===== config.mk =====
export PLATFORM = sky130hd
export DESIGN_NAME = pattern_buffer_ctrl
export DESIGN_NICKNAME = d
export VERILOG_FILES = /design/src/rtl/bpg_pkg.sv /design/src/rtl/pattern_addr_counter.sv /design/src/rtl/pattern_buffer_ctrl.sv
export SDC_FILE = /design/constraint.sdc
export NUM_CORES = 1
export LEC_CHECK = 0
export CAP_MARGIN = 40
export CORE_MARGIN = 2
export CORE_UTILIZATION = 60
export CTS_BUF_LIST = sky130_fd_sc_hd__clkbuf_8
export DETAILED_ROUTE_END_ITERATION = 16
export GPL_TIMING_DRIVEN = 0
export PLACE_DENSITY = 0.87
export RECOVER_POWER = 25
export SLEW_MARGIN = 25
export SYNTH_ARGS = -nofsm -noshare
export SYNTH_HDL_FRONTEND = slang
export SYNTH_SLANG_ARGS = --single-unit

===== constraint.sdc =====
create_clock -name clk -period 6.6 [get_ports clk]
set_input_delay 1.32 -clock clk [delete_from_list [all_inputs] [get_ports clk]]
set_output_delay 1.32 -clock clk [all_outputs]
set_load 0.03 [all_outputs]

===== src/rtl/bpg_pkg.sv =====
// Shared definitions for the pattern buffer controller: playback states and the
// default pattern RAM address width.
package bpg_pkg;
  localparam int ADDR_W_DEF = 13;

  typedef enum logic [1:0] {
    ST_IDLE      = 2'd0,
    ST_RUN       = 2'd1,
    ST_STOP_PEND = 2'd2
  } state_t;
endpackage


===== src/rtl/pattern_addr_counter.sv =====
// Read-address counter for the active pattern buffer: advances on step, wraps to
// zero at the last pattern address and flags that step with a one-cycle pulse.
module pattern_addr_counter
  import bpg_pkg::*;
#(
  parameter int ADDR_W = ADDR_W_DEF
) (
  input  logic              clk,
  input  logic              reset,
  input  logic              step,
  input  logic              clear,
  input  logic [ADDR_W-1:0] len,
  output logic [ADDR_W-1:0] rd_addr,
  output logic              pattern_end,
  output logic              boundary
);

  // >= rather than == so the address can never run past the last entry
  assign boundary = step && (rd_addr >= len);

  always_ff @(posedge clk) begin
    if (reset) begin
      rd_addr     <= '0;
      pattern_end <= 1'b0;
    end else begin
      pattern_end <= boundary;
      if (clear || boundary)
        rd_addr <= '0;
      else if (step)
        rd_addr <= rd_addr + 1'b1;
    end
  end

endmodule


===== src/rtl/pattern_buffer_ctrl.sv =====
// Double-buffered pattern playback controller: host loads the standby buffer,
// the swap happens at a pattern boundary so playback never sees a partial load.
module pattern_buffer_ctrl
  import bpg_pkg::*;
#(
  parameter int ADDR_W = ADDR_W_DEF
) (
  input  logic              clk,
  input  logic              reset,
  input  logic              we,
  input  logic              commit,
  input  logic [ADDR_W-1:0] length,
  input  logic              start,
  input  logic              stop,
  input  logic              tick,
  output logic [ADDR_W-1:0] rd_addr,
  output logic              active_buffer,
  output logic              active,
  output logic              ready,
  output logic              load_complete,
  output logic              preload,
  output logic              pattern_end
);

  state_t            state, state_nxt;
  logic              valid, valid_nxt;
  logic [ADDR_W-1:0] len_active, len_active_nxt;
  logic [ADDR_W-1:0] len_standby, len_standby_nxt;
  logic              active_buffer_nxt, active_nxt, ready_nxt;
  logic              load_complete_nxt, preload_nxt;
  logic              step, clear, boundary;

  assign step = tick && (state != ST_IDLE);

  pattern_addr_counter #(.ADDR_W(ADDR_W)) u_cnt (
    .clk         (clk),
    .reset       (reset),
    .step        (step),
    .clear       (clear),
    .len         (len_active),
    .rd_addr     (rd_addr),
    .pattern_end (pattern_end),
    .boundary    (boundary)
  );

  always_ff @(posedge clk) begin
    if (reset) begin
      state         <= ST_IDLE;
      valid         <= 1'b0;
      len_active    <= '0;
      len_standby   <= '0;
      active_buffer <= 1'b0;
      active        <= 1'b0;
      ready         <= 1'b0;
      load_complete <= 1'b0;
      preload       <= 1'b0;
    end else begin
      state         <= state_nxt;
      valid         <= valid_nxt;
      len_active    <= len_active_nxt;
      len_standby   <= len_standby_nxt;
      active_buffer <= active_buffer_nxt;
      active        <= active_nxt;
      ready         <= ready_nxt;
      load_complete <= load_complete_nxt;
      preload       <= preload_nxt;
    end
  end

  always_comb begin
    state_nxt         = state;
    valid_nxt         = valid;
    len_active_nxt    = len_active;
    len_standby_nxt   = len_standby;
    active_buffer_nxt = active_buffer;
    active_nxt        = active;
    ready_nxt         = ready;
    load_complete_nxt = load_complete;
    preload_nxt       = preload;
    clear             = 1'b0;

    case (state)
      ST_IDLE: begin
        if (commit) begin
          active_buffer_nxt = ~active_buffer;
          len_active_nxt    = length;
          valid_nxt         = 1'b1;
          preload_nxt       = 1'b0;
          ready_nxt         = 1'b1;
        end else if (we && !valid) begin
          preload_nxt = 1'b1;
        end
        if (start && !stop && ready) begin
          state_nxt  = ST_RUN;
          active_nxt = 1'b1;
          ready_nxt  = 1'b0;
          clear      = 1'b1;
        end
      end
      ST_RUN, ST_STOP_PEND: begin
        if (boundary) begin
          // a pending load wins; otherwise a coincident commit swaps directly
          if (load_complete) begin
            active_buffer_nxt = ~active_buffer;
            len_active_nxt    = len_standby;
            load_complete_nxt = 1'b0;
          end else if (commit) begin
            active_buffer_nxt = ~active_buffer;
            len_active_nxt    = length;
          end
        end else if (commit && !load_complete) begin
          len_standby_nxt   = length;
          load_complete_nxt = 1'b1;
        end
        if (state == ST_RUN) begin
          if (stop) state_nxt = ST_STOP_PEND;
        end else if (boundary) begin
          state_nxt  = ST_IDLE;
          active_nxt = 1'b0;
          ready_nxt  = valid;
        end
      end
      default: state_nxt = ST_IDLE;
    endcase
  end

endmodule


==> results of run 1 <==
[Yosys cell counts (2+ instances only)]
master and count:
buf_6 2, nor2_1 17, dfxtp_1 48, o2111ai_1 14
a211oi_1 3, a21boi_4 2, mux2i_1 13, a311oi_1 2
xor2_1 10, o21ai_1 15, and2_1 3, a21o_1 2
nand2b_1 2, clkbuf_1 16, nand4_1 3, a21oi_1 38
inv_1 19, nor3_1 2, ha_1 16, a31oi_1 2
buf_1 3, buf_2 4, nor2b_1 3, nand3_1 34
o21ai_0 20, and3_1 3, nand2_1 26
[tightest hold or removal path, stage by stage (launching register included)]
cell and delay, ns:
dfxtp_1 0.32, nand3_1 0.06, a21oi_1 0.06
[final timing paths]
| path | cells past startpoint | end | startpoint | slack, ns |
|---|---|---|---|---|
| max | 9 | u_cnt.rd_addr[2] | len_active[6] | 3.37 |
| min | 2 | len_standby[2] | len_standby[2] | 0.48 |
| max reg2reg | 9 | u_cnt.rd_addr[2] | len_active[6] | 3.37 |
| min reg2reg | 2 | len_standby[2] | len_standby[2] | 0.48 |
[state kept, by name (all words and copies together), names as in the netlist]
name / count
len_standby: 13
u_cnt.rd_addr: 13
valid: 1
u_cnt.pattern_end: 1
active_buffer: 1
active: 1
ready: 1
load_complete: 1
len_active: 13
state: 2
preload: 1
[routing by layer]
| metal | up-vias | part of all wire | global-route usage | routed length, um |
|---|---|---|---|---|
| met4 | 0 | 0.026 | 0.145 | 180 |
| li1 | 1293 | - | - | - |
| met3 | 23 | 0.067 | 0.0492 | 470 |
| met2 | 125 | 0.50 | 0.483 | 3470 |
| met5 | - | 0 | 0 | 0 |
| met1 | 1272 | 0.41 | 0.337 | 2890 |
[power by group through the flow]
stage / clock (uW) / sequential [uW] / combinational (uW)
2_1_floorplan: 0 / 332 / 121
3_3_place_gp: 0 / 328 / 174
3_5_place_dp: 0 / 328 / 182
4_1_cts: 174 / 321 / 183
5_1_grt: 185 / 324 / 196
6_report: 174 / 322 / 179
[final cells by class]
class | count | area, um^2 | share of cell area
Clock inverter | 2 | 8.76 | 0.00273
Multi-Input combinational cell | 245 | 1550 | 0.485
Timing Repair Buffer | 37 | 370 | 0.116
Sequential cell | 48 | 961 | 0.300
Clock buffer | 5 | 68.8 | 0.0215
Inverter | 19 | 71.3 | 0.0223
Tap cell | 52 | 65.1 | 0.0203
Buffer | 25 | 105 | 0.0328
[per-stage QoR]
step	util	total power [uW]	hold slack (ns)	worst slack, ns
floorplan	-	454	0.448	3.92
global placement	0.724	502	0.456	3.49
detailed placement	0.724	510	0.462	3.48
CTS	0.741	678	0.476	3.80
global route	0.736	705	0.500	3.21
finish	0.736	674	0.476	3.37
[kinds of logic (layout without fill, tap and decap cells)]
logic type | after synthesis | after routing | share of synthesized area
XOR/XNOR | 11 | 11 | 0.0355
AND/OR/NAND/NOR | 99 | 99 | 0.176
flip-flops | 48 | 48 | 0.354
AO/OA/AOI/OAI | 105 | 105 | 0.241
adder cells (fa/ha/maj) | 16 | 16 | 0.0737
multiplexers | 14 | 14 | 0.0521
buffers and inverters | 44 | 88 | 0.0682
==> Implementation_results.wiki, run 1 <==
{| class="wikitable"
! Metric !! Value
|-
| Clock period minus worst slack || 3.23 ns
|-
| Grt total ovfl || 0
|-
| Worst path top cell family by delay || compound AO/OA/AOI/OAI gates
|-
| Gate count after technology mapping || 337
|-
| Number of nets in the finished design || 417
|-
| Clock latency of the later-clocked register in the worst-skew pair || 0.31 ns
|-
| Post-synth design cell area || 2720 um^2
|-
| Number of slew-limit violations in the final report || 0
|-
| Synthesized area per cell || 8.06 um^2
|-
| Share of async-settable or async-resettable flops after synthesis || 0
|-
| Rel. slew slack || 0.277
|-
| Width of the chip || 71.3 um
|-
| Combinational fraction of design power || 0.265
|-
| Combined global-route utilization of all metal layers || 0.281
|-
| Number of antenna violations at the first check in global routing || 0
|-
| Die span in y || 71.3 um
|-
| Number of flops mapped to enable cells by yosys || 0
|-
| Placed Cells incl. Taps || 426
|-
| Number of buffers inserted to repair setup after CTS || 0
|-
| Worst setup skew after layout || 0.00928 ns
|-
| Setup repair after global routing missed its margin || no
|-
| Most frequent cells in the layout || 48 x dfxtp_1, 39 x a21oi_1, 35 x clkdlybuf4s50_1
|-
| Half-perimeter wire length after detailed placement || 5220 um
|-
| Max Cap Viol || 0
|-
| Sequential cell area fraction in the yosys report || 0.354
|-
| Worst-case vdd ir drop || 120 uV
|-
| Post-route clock period utilization || 0.489
|-
| Clock transition at path regs || 0.09 ns
|-
| Run status || finished clean
|-
| Top area cells in the synthesized netlist || dfxtp_1 35%, ha_1 7.4%, a21oi_1 7.0%
|-
| Data arrival at the endpoint of the critical path || 3.47 ns
|-
| DRT Wirelength || 7000 um
|-
| Sw frac || 0.338
|-
| Number of detailed-routing iterations run before antenna repair || 5
|-
| Count of cell types in the netlist || 42
|-
| CP max stage cell || a21boi_0
|-
| Achievable Freq || 0.310 GHz
|-
| Die Footprint || 5080 um^2
|-
| Share of the synthesized area in the top cell type || 0.354
|-
| Element type at the critical path start || flip-flop
|-
| Starting Density || 0.624
|-
| Worst-path maximum fanout || 10
|-
| Switching power total || 228 uW
|-
| CTS tree || built
|-
| Slew at the pin with the worst max-slew slack || 1.07 ns
|-
| Worst endpoint required time || 6.84 ns
|-
| Ys flop type || dfxtp_1
|-
| Cell Int Power || 446 uW
|-
| Routed length per instance || 16.2 um
|-
| Worst Path Buf+Inv || 2
|-
| Cell area power density || 210 nW/um^2
|-
| H-tree Lvls || 2
|-
| Clock network power share || 0.258
|-
| DRT iter0 DRCs || 293
|-
| Area added between synthesis and finish || 18.0%
|-
| Port Buffers || 37
|-
| Share of final-layout standard cells stronger than drive strength 1 || 0.0367
|-
| Total DRC errors in the routed layout || 0
|-
| Leakage power || 0.00118 uW
|-
| Synthesis Warnings || 0
|-
| Most frequent standard cell in the layout excluding fill and tap cells || dfxtp_1
|-
| Number of nets with antenna violations after detailed routing || 0
|-
| Min-Delay Path Class || reg2reg
|-
| Number of buffers added by the clock tree synthesis step || 5
|-
| Post-CTS sizing || 0
|-
| Site Rows || 24
|-
| Post-synth net total || 373
|-
| Part of the total power dissipated in sequential elements || 0.477
|-
| Final cell count without fillers || 433
|-
| Core footprint || 4350 um^2
|-
| Placed standard-cell area || 3150 um^2
|-
| Number of inserted diodes || 0
|-
| Flop and latch count out of synthesis || 48
|-
| Final count of negative-setup-slack endpoints || 0
|-
| Via count of the first global-routing pass || 2,629
|-
| Global-route wire length before repair || 11,600 um
|-
| CTS root buf || clkbuf_8
|-
| Kind of capture point of the worst setup path || flip-flop
|-
| Largest net degree at the start of global routing || 14
|-
| Post-route cell area || 3200 um^2
|-
| Largest incremental delay on the critical path || 0.88 ns
|-
| Vias after detailed routing || 2,713
|-
| Crit path kind || reg2reg
|-
| Dominant cell type by area after synthesis || dfxtp_1
|-
| Aggregate negative setup slack || 0 ns
|-
| # clock sinks || 48
|-
| Gp weighted congestion || 0.899
|-
| Routed vias/inst || 6.27
|-
| Cell-by-cell listing of the critical path || inv_1 -> ha_1 -> a21o_1 -> a221o_1 -> a21oi_1 -> a21boi_0 -> o21ai_0 -> clkbuf_1 -> nor2_1
|-
| Boundary pin count || 39
|-
| CTS Hold Buffers Added || 0
|-
| Endpoints failing hold || 0
|-
| Bufs on Longest Clock Path || 2
|-
| Filler cell count || 362
|}
Power figures use the tool's default switching activity.
==> run 2, diff against run 1 <==
CORE_UTILIZATION = 56   (was 60)
PLACE_DENSITY = 0.82   (was 0.87)
clock period = 3.3 ns   (was 6.6 ns; I/O delays follow)
==> Implementation_results.wiki, run 2 (synthesis gave the netlist of run 1 again) <==
{| class="wikitable"
! Metric !! Value
|-
| Number of antenna violations at the first check in global routing || 0 (unchanged)
|-
| Largest net degree at the start of global routing || 15 (+1)
|-
| Post-CTS sizing || 0 (unchanged)
|-
| Setup slack of the worst register-to-register path || 0.85 ns (-2.52 ns)
|-
| Combined global-route utilization of all metal layers || 0.263 (-0.0182)
|-
| Die Footprint || 5420 um^2 (+6.7%)
|-
| Post-route clock period utilization || 0.741 (+0.252)
|-
| Clock transition at path regs || 0.09 ns (about the same)
|-
| Number of inserted diodes || 0 (unchanged)
|-
| Worst setup skew after layout || 0.00978 ns (+0.000498 ns)
|-
| Area added between synthesis and finish || 19.1%
|-
| Share of final-layout standard cells stronger than drive strength 1 || 0.0499 (+0.0131)
|-
| Switching power total || 452 uW (+98%)
|-
| Grt total ovfl || 0 (unchanged)
|-
| Port Buffers || 37 (unchanged)
|-
| Max Cap Viol || 0 (unchanged)
|-
| Starting Density || 0.579 (-0.0449)
|-
| Worst Path Buf+Inv || 2 (unchanged)
|-
| Achievable Freq || 0.409 GHz (+32%)
|-
| Worst-path maximum fanout || 10 (unchanged)
|-
| Site Rows || 25 (+4.2%)
|-
| Boundary pin count || 39 (unchanged)
|-
| Part of the total power dissipated in sequential elements || 0.475 (-0.002)
|-
| Worst path top cell family by delay || compound AO/OA/AOI/OAI gates
|-
| Endpoints failing hold || 0 (unchanged)
|-
| Element type at the critical path start || flip-flop
|-
| Number of detailed-routing iterations run before antenna repair || 5 (unchanged)
|-
| Total DRC errors in the routed layout || 0 (unchanged)
|-
| Worst endpoint required time || 3.53 ns (-3.31 ns)
|-
| # clock sinks || 48 (unchanged)
|-
| Data arrival at the endpoint of the critical path || 2.68 ns (-0.79 ns)
|-
| Via count of the first global-routing pass || 2,575 (-2.1%)
|-
| Slew at the pin with the worst max-slew slack || 0.720 ns (-0.355 ns)
|-
| Core footprint || 4690 um^2 (+7.8%)
|-
| Cell Int Power || 900 uW (+100%)
|-
| Run status || finished clean
|-
| Number of nets with antenna violations after detailed routing || 0 (unchanged)
|-
| Half-perimeter wire length after detailed placement || 5070 um (-2.8%)
|-
| Placed standard-cell area || 3150 um^2 (about the same)
|-
| Final count of negative-setup-slack endpoints || 0 (unchanged)
|-
| Worst hold slack || 0.478 ns (+0.00182 ns)
|-
| CP max stage cell || o21ai_0
|-
| Sw frac || 0.334 (-0.00391)
|-
| Min-Delay Path Class || reg2reg
|-
| Crit path kind || reg2reg
|-
| Bufs on Longest Clock Path || 2 (unchanged)
|-
| Width of the chip || 73.6 um (+3.3%)
|-
| CTS tree || built
|-
| DRT iter0 DRCs || 134 (-54%)
|-
| Routed vias/inst || 6.17 (-1.6%)
|-
| Number of nets in the finished design || 417 (unchanged)
|-
| Gp weighted congestion || 0.851 (-5.3%)
|-
| Setup repair after global routing missed its margin || no
|-
| Top flop regs || len_active: 13 flops, len_standby: 13 flops, u_cnt.rd_addr: 13 flops
|-
| Kind of capture point of the worst setup path || flip-flop
|-
| Placed Cells incl. Taps || 428 (+0.47%)
|-
| Combinational fraction of design power || 0.272 (+0.007)
|-
| Rel. slew slack || 0.520 (+0.243)
|-
| Global-route wire length before repair || 11,300 um (-2.4%)
|-
| Clock network power share || 0.252 (-0.006)
|-
| H-tree Lvls || 2 (unchanged)
|-
| Cell-by-cell listing of the critical path || inv_1 -> ha_1 -> nand2_1 -> nor2_2 -> nand4_1 -> o21ai_0 -> buf_2 -> nand3_1 -> a21oi_1
|-
| DRT Wirelength || 6860 um (-2.0%)
|-
| Cell area power density || 418 nW/um^2 (+99%)
|-
| CTS Hold Buffers Added || 0 (unchanged)
|-
| Largest incremental delay on the critical path || 0.53 ns (-0.35 ns)
|-
| Clock latency of the later-clocked register in the worst-skew pair || 0.30 ns (about the same)
|-
| Aggregate negative setup slack || 0 ns (unchanged)
|-
| Number of slew-limit violations in the final report || 0 (unchanged)
|-
| Most frequent cells in the layout || 48 x dfxtp_1, 38 x a21oi_1, 34 x nand3_1
|-
| Most frequent standard cell in the layout excluding fill and tap cells || dfxtp_1
|-
| Vias after detailed routing || 2,682 (-1.1%)
|-
| Placement Setup Slack || 0.806 ns (-2.68 ns)
|-
| Final cell count without fillers || 435 (+0.46%)
|-
| Worst-case vdd ir drop || 283 uV (+140%)
|-
| Leakage power || 0.00124 uW (+4.6%)
|-
| Number of buffers inserted to repair setup after CTS || 0 (unchanged)
|-
| CTS root buf || clkbuf_8
|-
| Post-route cell area || 3230 um^2 (+0.94%)
|-
| Clock period minus worst slack || 2.45 ns (-0.783 ns)
|-
| Post-route worst setup slack || 0.854 ns (-2.52 ns)
|-
| Die span in y || 73.6 um (+3.3%)
|-
| Routed length per instance || 15.8 um (-2.5%)
|-
| Number of buffers added by the clock tree synthesis step || 5 (unchanged)
|}
==> run 2: cell types whose count changed in the layout (fill, tap and decap cells not counted), moves of 2 or more <==
| cell | previous run | this run |
|---|---|---|
| o21ai_0 | 22 | 20 |
| clkdlybuf4s50_1 | 35 | 23 |
| dlygate4sd3_1 | 2 | 14 |
| clkbuf_1 | 20 | 18 |
| o21ai_1 | 13 | 15 |
==> run 2: area by class of cell <==
cell class | instances | area [um^2]
Multi-Input combinational cell | 245 | 1570
Buffer | 25 | 114
Fill cell | 413 | 1460
Sequential cell | 48 | 961
Timing Repair Buffer | 37 | 370
Inverter | 19 | 71.3
Tap cell | 54 | 67.6
Clock buffer | 5 | 68.8
Clock inverter | 2 | 12.5
==> run 2: tightest hold or removal path: cells and delay by family, from the launching register on <==
kind / cells / cell delay (ns)
compound gates: 1 / 0.06
flops: 1 / 0.32
simple gates: 1 / 0.06
==> run 2: final timing paths <==
kind / start / endpoint / cells after the start
worst max-delay path: len_active[12] / len_standby[9] / 9
worst min-delay path: len_standby[4] / len_standby[4] / 2
worst max register to register: len_active[12] / len_standby[9] / 9
worst min register to register: len_standby[4] / len_standby[4] / 2
==> run 2: layer usage <==
metal,share of wire,wire length [um],global-route usage,vias up
met1,0.44,3020,0.322,1291
met5,0,0,0,-
met4,0.0061,42,0.0667,0
met3,0.051,349,0.0439,5
met2,0.50,3450,0.476,91
li1,-,-,-,1295
==> run 2: power by group through the flow <==
stage,Clock [uW],Combinational (uW),Sequential [uW]
after global placement,0,350,655
final,341,368,643
after detailed placement,0,362,656
after floorplan,0,243,665
after global routing,367,403,646
after CTS,345,365,642
==> run 2: per-stage QoR <==
step	utilization	total power, uW
finish	0.689	1350
global route	0.689	1420
CTS	0.689	1350
detailed placement	0.672	1020
global placement	0.672	1010
floorplan	-	908
==> run 3, diff against run 2 <==
clock period = 2.5 ns   (was 3.3 ns; I/O delays follow)
==> Implementation_results.wiki, run 3 (synthesis gave the netlist of run 1 again) <==
{| class="wikitable"
! Metric !! Value
|-
| Hold Crit Endpoint || len_standby[8]
|-
| Share of final-layout standard cells stronger than drive strength 1 || 0.0654 (+0.0156)
|-
| Achievable Freq || 0.418 GHz (+2.2%)
|-
| Starting Density || 0.579 (unchanged)
|-
| Met3 wire len || 344 um (-1.4%)
|-
| Clock period minus worst slack || 2.39 ns (-0.0535 ns)
|-
| Post-route clock period utilization || 0.957 (+0.216)
|-
| Setup slack of the worst register-to-register path || 0.11 ns (-0.75 ns)
|-
| Number of nets with antenna violations after detailed routing || 0 (unchanged)
|-
| Rel. slew slack || 0.508 (-0.0121)
|-
| Placed Cells incl. Taps || 428 (unchanged)
|-
| Worst setup skew after layout || 0.00942 ns (-0.000354 ns)
|-
| Worst-case vdd ir drop || 374 uV (+32%)
|-
| Endpoint of the most critical register-to-register path || len_active[3]
|-
| Combinational fraction of design power || 0.275 (+0.003)
|-
| Leakage power || 0.00126 uW (+1.4%)
|-
| Site Rows || 25 (unchanged)
|-
| Cell area power density || 549 nW/um^2 (+31%)
|-
| Die Footprint || 5420 um^2 (unchanged)
|-
| Total length of routed met2 wires || 3490 um (+1.4%)
|-
| Register-to-Register Path Depth || 9 (unchanged)
|-
| Top flop regs || len_active: 13 flops, len_standby: 13 flops, u_cnt.rd_addr: 13 flops
|-
| Max Cap Viol || 0 (unchanged)
|-
| Grt total ovfl || 0 (unchanged)
|-
| Crit path kind || reg2reg
|-
| H-tree Lvls || 2 (unchanged)
|-
| Vias after detailed routing || 2,652 (-1.1%)
|-
| Cell Int Power || 1190 uW (+32%)
|-
| RR Startpoint || len_active[6]
|-
| Final cell count without fillers || 436 (+0.23%)
|-
| Boundary pin count || 39 (unchanged)
|-
| Post-route worst setup slack || 0.108 ns (-0.747 ns)
|-
| Port Buffers || 37 (unchanged)
|-
| Sw frac || 0.333 (-0.00117)
|-
| Worst-path maximum fanout || 10 (unchanged)
|-
| Origin of the worst min-delay path || len_standby[8]
|-
| DRT iter0 DRCs || 138 (+3.0%)
|-
| Core footprint || 4690 um^2 (unchanged)
|-
| Die span in y || 73.6 um (unchanged)
|-
| Final count of negative-setup-slack endpoints || 0 (unchanged)
|-
| Aggregate negative setup slack || 0 ns (unchanged)
|-
| Largest net degree at the start of global routing || 15 (unchanged)
|-
| Routed vias/inst || 6.08 (-1.3%)
|-
| Most frequent cells in the layout || 48 x dfxtp_1, 38 x a21oi_1, 34 x nand3_1
|-
| Number of buffers added by the clock tree synthesis step || 5 (unchanged)
|-
| Data arrival at the endpoint of the critical path || 2.61 ns (-0.07 ns)
|-
| Kind of capture point of the worst setup path || flip-flop
|-
| Bufs on Longest Clock Path || 2 (unchanged)
|-
| Half-perimeter wire length after detailed placement || 5070 um (unchanged)
|-
| Via count of the first global-routing pass || 2,575 (unchanged)
|-
| Gp weighted congestion || 0.851 (unchanged)
|-
| CTS tree || built
|-
| Part of the total power dissipated in sequential elements || 0.475 (about the same)
|-
| DRT Wirelength || 6870 um (+0.10%)
|-
| Combined global-route utilization of all metal layers || 0.263 (unchanged)
|-
| Routed length per instance || 15.8 um (-0.13%)
|-
| Highest routed metal layer || met4
|-
| Area added between synthesis and finish || 19.8%
|-
| Number of detailed-routing iterations run before antenna repair || 4 (-1)
|-
| Routed length on met1 || 2990 um (-1.3%)
|-
| Number of nets in the finished design || 418 (+0.24%)
|-
| Run status || finished clean
|-
| Clock latency of the later-clocked register in the worst-skew pair || 0.30 ns (about the same)
|-
| CTS root buf || clkbuf_8
|-
| Slew at the pin with the worst max-slew slack || 0.738 ns (+0.0182 ns)
|-
| Number of slew-limit violations in the final report || 0 (unchanged)
|-
| Switching power total || 595 uW (+32%)
|-
| # clock sinks || 48 (unchanged)
|-
| Number of inserted diodes || 0 (unchanged)
|-
| Width of the chip || 73.6 um (unchanged)
|-
| Worst Hold Path Cells || 2 (unchanged)
|-
| Worst endpoint required time || 2.72 ns (-0.81 ns)
|-
| Number of antenna violations at the first check in global routing || 0 (unchanged)
|-
| Placement Setup Slack || 0.125 ns (-0.681 ns)
|-
| Clock transition at path regs || 0.09 ns (about the same)
|-
| Most frequent standard cell in the layout excluding fill and tap cells || dfxtp_1
|-
| Min-Delay Path Class || reg2reg
|-
| Endpoints failing hold || 0 (unchanged)
|-
| Global-route wire length before repair || 11,300 um (unchanged)
|-
| Total DRC errors in the routed layout || 0 (unchanged)
|-
| Worst hold slack || 0.478 ns (-0.000274 ns)
|-
| Element type at the critical path start || flip-flop
|-
| Clock network power share || 0.250 (-0.002)
|}
[run 3: area by class of cell]
type	instances	area (um^2)
clock inverter	2	12.5
sequential	48	961
fill	414	1440
timing repair buffer	38	378
clock buffer	5	68.8
inverter	19	71.3
buffer	25	121
tap	54	67.6
multi-input combinational	245	1570
[run 3: worst max-delay path by stage]
stage,startpoint,endpoint,slack (ns),cells past startpoint
after floorplan,u_cnt.rd_addr[6],ready,0.16,7
after global placement,len_active[6],ready,0.17,8
after detailed placement,len_active[6],ready,0.12,8
after CTS,len_active[6],ready,0.09,8
after global routing,len_active[6],len_active[3],-0.007,9
final,len_active[6],len_active[3],0.11,9
[run 3: critical path, cell delays in order (launching register included)]
cell and delay (ns):
dfxtp_1 0.37, inv_1 0.06, ha_1 0.30, a21o_1 0.19, a221o_1 0.39, a211oi_2 0.31
a21boi_4 0.29, buf_6 0.17, o21ai_1 0.10, a21oi_1 0.14
[run 3: power by group through the flow]
stage	logic, uW	clock network, uW	registers (uW)
after floorplan	320	0	878
after global placement	462	0	865
after detailed placement	478	0	866
after CTS	482	455	848
after global routing	539	485	853
final	492	447	848
[run 3: metal layers]
metal / vias to the layer above / GRT usage
li1: 1297 / -
met1: 1259 / 0.322
met2: 91 / 0.476
met3: 5 / 0.0439
met4: 0 / 0.0667
met5: - / 0
[run 3: metrics by stage]
| step | power (uW) | utilization | area [um^2] |
|---|---|---|---|
| floorplan | 1200 | - | 2720 |
| global placement | 1330 | 0.672 | 3150 |
| detailed placement | 1340 | 0.672 | 3150 |
| CTS | 1790 | 0.689 | 3230 |
| global route | 1880 | 0.693 | 3250 |
| finish | 1790 | 0.693 | 3250 |
[run 3: timing repair]
item / CTS / global route
resized for setup: 0 / 11
hold buffers: 0 / 0
setup endpoints to repair: 0 / 22
buffers inserted: 0 / 1
==> RTL edit 1: new RTL, config.mk and constraints of run 2 <==
Set the package constant `ADDR_W_DEF` to 14 (it was 13).
--- a/src/rtl/bpg_pkg.sv
+++ b/src/rtl/bpg_pkg.sv
@@ -2,5 +2,5 @@
 // default pattern RAM address width.
 package bpg_pkg;
-  localparam int ADDR_W_DEF = 13;
+  localparam int ADDR_W_DEF = 14;
 
   typedef enum logic [1:0] {
Ports: changed (resized length and rd_addr); port bits go from 39 to 41. The function was not compared with the original's and may differ.
==> RTL edit 1 against run 2 <==
- sequential cell count grew 3
- core utilization decreased by 0.86 points
- critical endpoint is now u_cnt.rd_addr[5]$_SDFFE_PP0P_
- routed wire length shrank 7.4%
- power fell by 5.1%
- first-iteration DRC count decreased by 0.75%
- setup slack got worse by 0.22 ns
- non-clock buffer count fell by 2
- via count decreased by 4.5%
- maximum frequency shrank 8.3%
- synthesized area up 7.2%
- critical path depth stayed put
- design area is 6.8% higher
==> RTL edit 1: results (changes against run 2) <==
hold slack: 0.479 ns (was 0.478 ns)
Port Buffers: 39 (was 37)
fmax: 375 MHz (was 409 MHz)
CP max stage cell: a21boi_0 (was o21ai_0)
Adder-Cell Fraction of Synth Area: 7.31% (was 7.37%)
Flop pwr share: 52.4% (was 47.5%)
Slowest Stage Delay on Critical Path: 0.64 ns (was 0.53 ns)
start of the worst register-to-register path: len_active[13]$_SDFFE_PP0P_ (was len_active[12]$_SDFFE_PP0P_)
mux cell area share after synthesis: 10.7% (was 5.21%)
status: finished clean (unchanged)
final cell count without fillers: 462 (was 435)
largest net degree at the start of global routing: 14 (was 15)
IR drop worst, VDD: 0.205 mV (was 0.283 mV)
initial DRC count: 133 (was 134)
Worst-Margin Slew: 0.776 ns (was 0.720 ns)
CP Data Arrival Time: 2.86 ns (was 2.68 ns)
largest registers: len_active x14, len_standby x14, u_cnt.rd_addr x14 (was len_active x13, len_standby x13, u_cnt.rd_addr x13)
nets: 431 (was 417)
CP Capture Point: u_cnt.rd_addr[5]$_SDFFE_PP0P_ (was len_standby[9]$_SDFFE_PP0P_)
Hold Path Origin: len_standby[12]$_SDFFE_PP0P_ (was len_standby[4]$_SDFFE_PP0P_)
FF-to-FF setup slack: 0.63 ns (was 0.85 ns)
Detail Placement HPWL: 4870 µm (was 5070 µm)
WL final: 6360 µm (was 6860 µm)
Compound-Gate Fraction of Synth Area: 14.9% (was 24.1%)
unique cell type count in the Yosys netlist: 43 (was 42)
global-route wire length before repair: 10,800 µm (was 11,300 µm)
Combinational Power Share: 20.9% (was 27.2%)
met1 Track Usage GR: 27.9% (was 32.2%)
GRT Overall Usage: 22.4% (was 26.3%)
Seq/Total Area, Yosys: 35.1% (was 35.4%)
met3 WL post-DR: 245 µm (was 349 µm)
Mapped Nets: 385 (was 373)
## RTL edit 1: cell types whose count changed after synthesis, sizes merged, moves of 3 or more
cell,run 2,this run
o2111ai,14,0
nand2b,2,31
clkbuf,16,11
xor2,10,7
xnor2,1,6
a21oi,39,26
dfxtp,48,51
o21ai,35,30
nand3,34,18
nand4,3,6
nor2,18,26
mux2i,13,29
## RTL edit 1: cell type report
type                       count  area (µm²)
multi-input combinational    256        1720
fill                         462        1620
sequential                    51        1020
timing repair buffer          39         390
buffer                        21        95.1
tap                           70        87.6
inverter                      19        71.3
clock buffer                   5        68.8
clock inverter                 1        3.75
## RTL edit 1: critical path: cells and delay by family (launching register included)
kind	cells	cell delay (ns)
adder cells (fa/ha/maj)	1	0.32
AO/OA/AOI/OAI	4	1.31
buffers and inverters	2	0.31
AND/OR/NAND/NOR	2	0.21
flip-flops	1	0.40
==> RTL edit 2: new RTL, config.mk and constraints of run 2 <==
Made on the original files. Re-encode `state_t` (3 states) as one-hot, 3 bits wide.
--- a/src/rtl/bpg_pkg.sv
+++ b/src/rtl/bpg_pkg.sv
@@ -4,8 +4,8 @@
   localparam int ADDR_W_DEF = 13;
 
-  typedef enum logic [1:0] {
-    ST_IDLE      = 2'd0,
-    ST_RUN       = 2'd1,
-    ST_STOP_PEND = 2'd2
+  typedef enum logic [2:0] {
+    ST_IDLE      = 3'b001,
+    ST_RUN       = 3'b010,
+    ST_STOP_PEND = 3'b100
   } state_t;
 endpackage
Check against the original RTL: same outputs for any inputs over 10 cycles, from zero or initial values and one cycle with reset high; not proved beyond that.
==> RTL edit 2 against run 2 <==
- synthesized area shrank 0.37%
- largest cell class unchanged
- core utilization increased by 0.61 points
- sequential share of layout area increased by 0.35 points
- clock skew up 0.0061 ns
- routed wire length fell by 1.1%
- synthesized cell count fell by 5.6%
- setup slack worse by 0.095 ns
- sequential cell count grew 1
- design area is 0.89% higher
- critical endpoint is now len_active[11]$_SDFFE_PP0P_
Power is not compared: it rests on default switching activity, and its combinational part moved more than twofold at a synthesized area within 25%.
==> RTL edit 2: results (changes against run 2) <==
Detail Placement HPWL: 4800 µm (was 5070 µm)
Ys Warns: 0 (unchanged)
drt via density: 6.03 (was 6.17)
Worst-Margin Slew: 0.591 ns (was 0.720 ns)
WL final: 6790 µm (was 6860 µm)
Clock Skew: 0.0159 ns (was 0.00978 ns)
min Tclk post-route: 2.54 ns (was 2.45 ns)
Hold Path Origin: len_active[4]$_SDFFE_PP0P_ (was len_standby[4]$_SDFFE_PP0P_)
GPL Wtd Cong: 0.838 (was 0.851)
drt pass-1 iters: 4 (was 5)
Fillers: 400 (was 413)
placed cells: 409 (was 428)
final cell count without fillers: 417 (was 435)
dpl cell area: 3140 µm² (was 3150 µm²)
layout cells sized above 1: 7.44% (was 4.99%)
vias in the first global route: 2,319 (was 2,575)
unique cell type count in the Yosys netlist: 46 (was 42)
Clock Latency Late Sink: 0.33 ns (was 0.30 ns)
Mapped Nets: 352 (was 373)
DP Worst Slack: 0.590 ns (was 0.806 ns)
Critical Path Start: u_cnt.rd_addr[8]$_SDFFE_PP0P_ (was len_active[12]$_SDFFE_PP0P_)
status: finished clean (unchanged)
initial DRC count: 192 (was 134)
global-route wire length before repair: 11,100 µm (was 11,300 µm)
FF-to-FF setup slack: 0.76 ns (was 0.85 ns)
GRT Overall Usage: 26.6% (was 26.3%)
largest net degree at the start of global routing: 16 (was 15)
Post-Synthesis Cells: 318 (was 337)
Seq/Total Area, Yosys: 36.3% (was 35.4%)
top cell type's share of synthesized area: 36.3% (was 35.4%)
Synth area leaders: dfxtp_1, ha_1, mux2i_1 (was dfxtp_1, ha_1, a21oi_1)
CP Data Arrival Time: 2.80 ns (was 2.68 ns)
Synth async-reset ratio: 0% (unchanged)
Post-synth top cells: dfxtp_1, nor2_1, nand2_1 (was dfxtp_1, a21oi_1, nand3_1)
IR drop worst, VDD: 0.277 mV
nets: 396 (was 417)
clk root buf: clkbuf_8 (unchanged)
RTL edit 2: per-stage QoR:
stage               hold slack (ns)  util [%]
floorplan                     0.444         -
global placement              0.450      67.0
detailed placement            0.456      67.0
CTS                           0.468      69.5
global route                  0.486      69.5
finish                        0.469      69.5
RTL edit 2: final timing paths:
check	cells past startpoint	to
min	2	len_active[4]$_SDFFE_PP0P_
min reg2reg	2	len_active[4]$_SDFFE_PP0P_
max reg2reg	8	len_active[11]$_SDFFE_PP0P_
max	8	len_active[11]$_SDFFE_PP0P_
RTL edit 2: power groups by stage:
stage	Sequential, µW	Combinational (µW)	Clock (µW)
4_1_cts	614	150	464
6_report	614	150	468
2_1_floorplan	634	84.9	0
5_1_grt	616	163	489
3_3_place_gp	627	144	0
3_5_place_dp	628	148	0
RTL edit 2: cells by family (layout without fill, tap and decap cells):
kind of cell	Yosys count	count (layout)	share of synthesized area (%)
xor gates and xnor gates	13	13	4.21
AOI/OAI and AO/OA	75	75	20.4
muxes	15	15	5.55
DFF	49	49	36.3
buffers and inverters	39	84	6.66
adders and majority gates	14	14	6.48
and+or+nand+nor	113	113	20.4
RTL edit 2: layout make-up:
cell class                      instances  share of cell area, %
Buffer                                 21                   3.45
Clock buffer                            6                   2.53
Clock inverter                          2                   1.15
Inverter                               18                   2.07
Multi-Input combinational cell        230                   47.3
Sequential cell                        49                   30.1
Tap cell                               54                   2.07
Timing Repair Buffer                   37                   11.3
RTL edit 2: critical path: stages, from the launching register on:
cell      delay, ns
dfxtp_1        0.46
ha_1           0.29
a21oi_1        0.14
o21ai_0        0.24
a32o_1         0.31
a21oi_1        0.25
clkbuf_1       0.47
nand3_1        0.16
a21oi_1        0.15
RTL edit 2: layer usage:
layer	wire length, µm	GRT usage (%)
met5	0	0
met4	152	10.7
met3	354	4.66
met2	3210	42.5
met1	3070	35.5
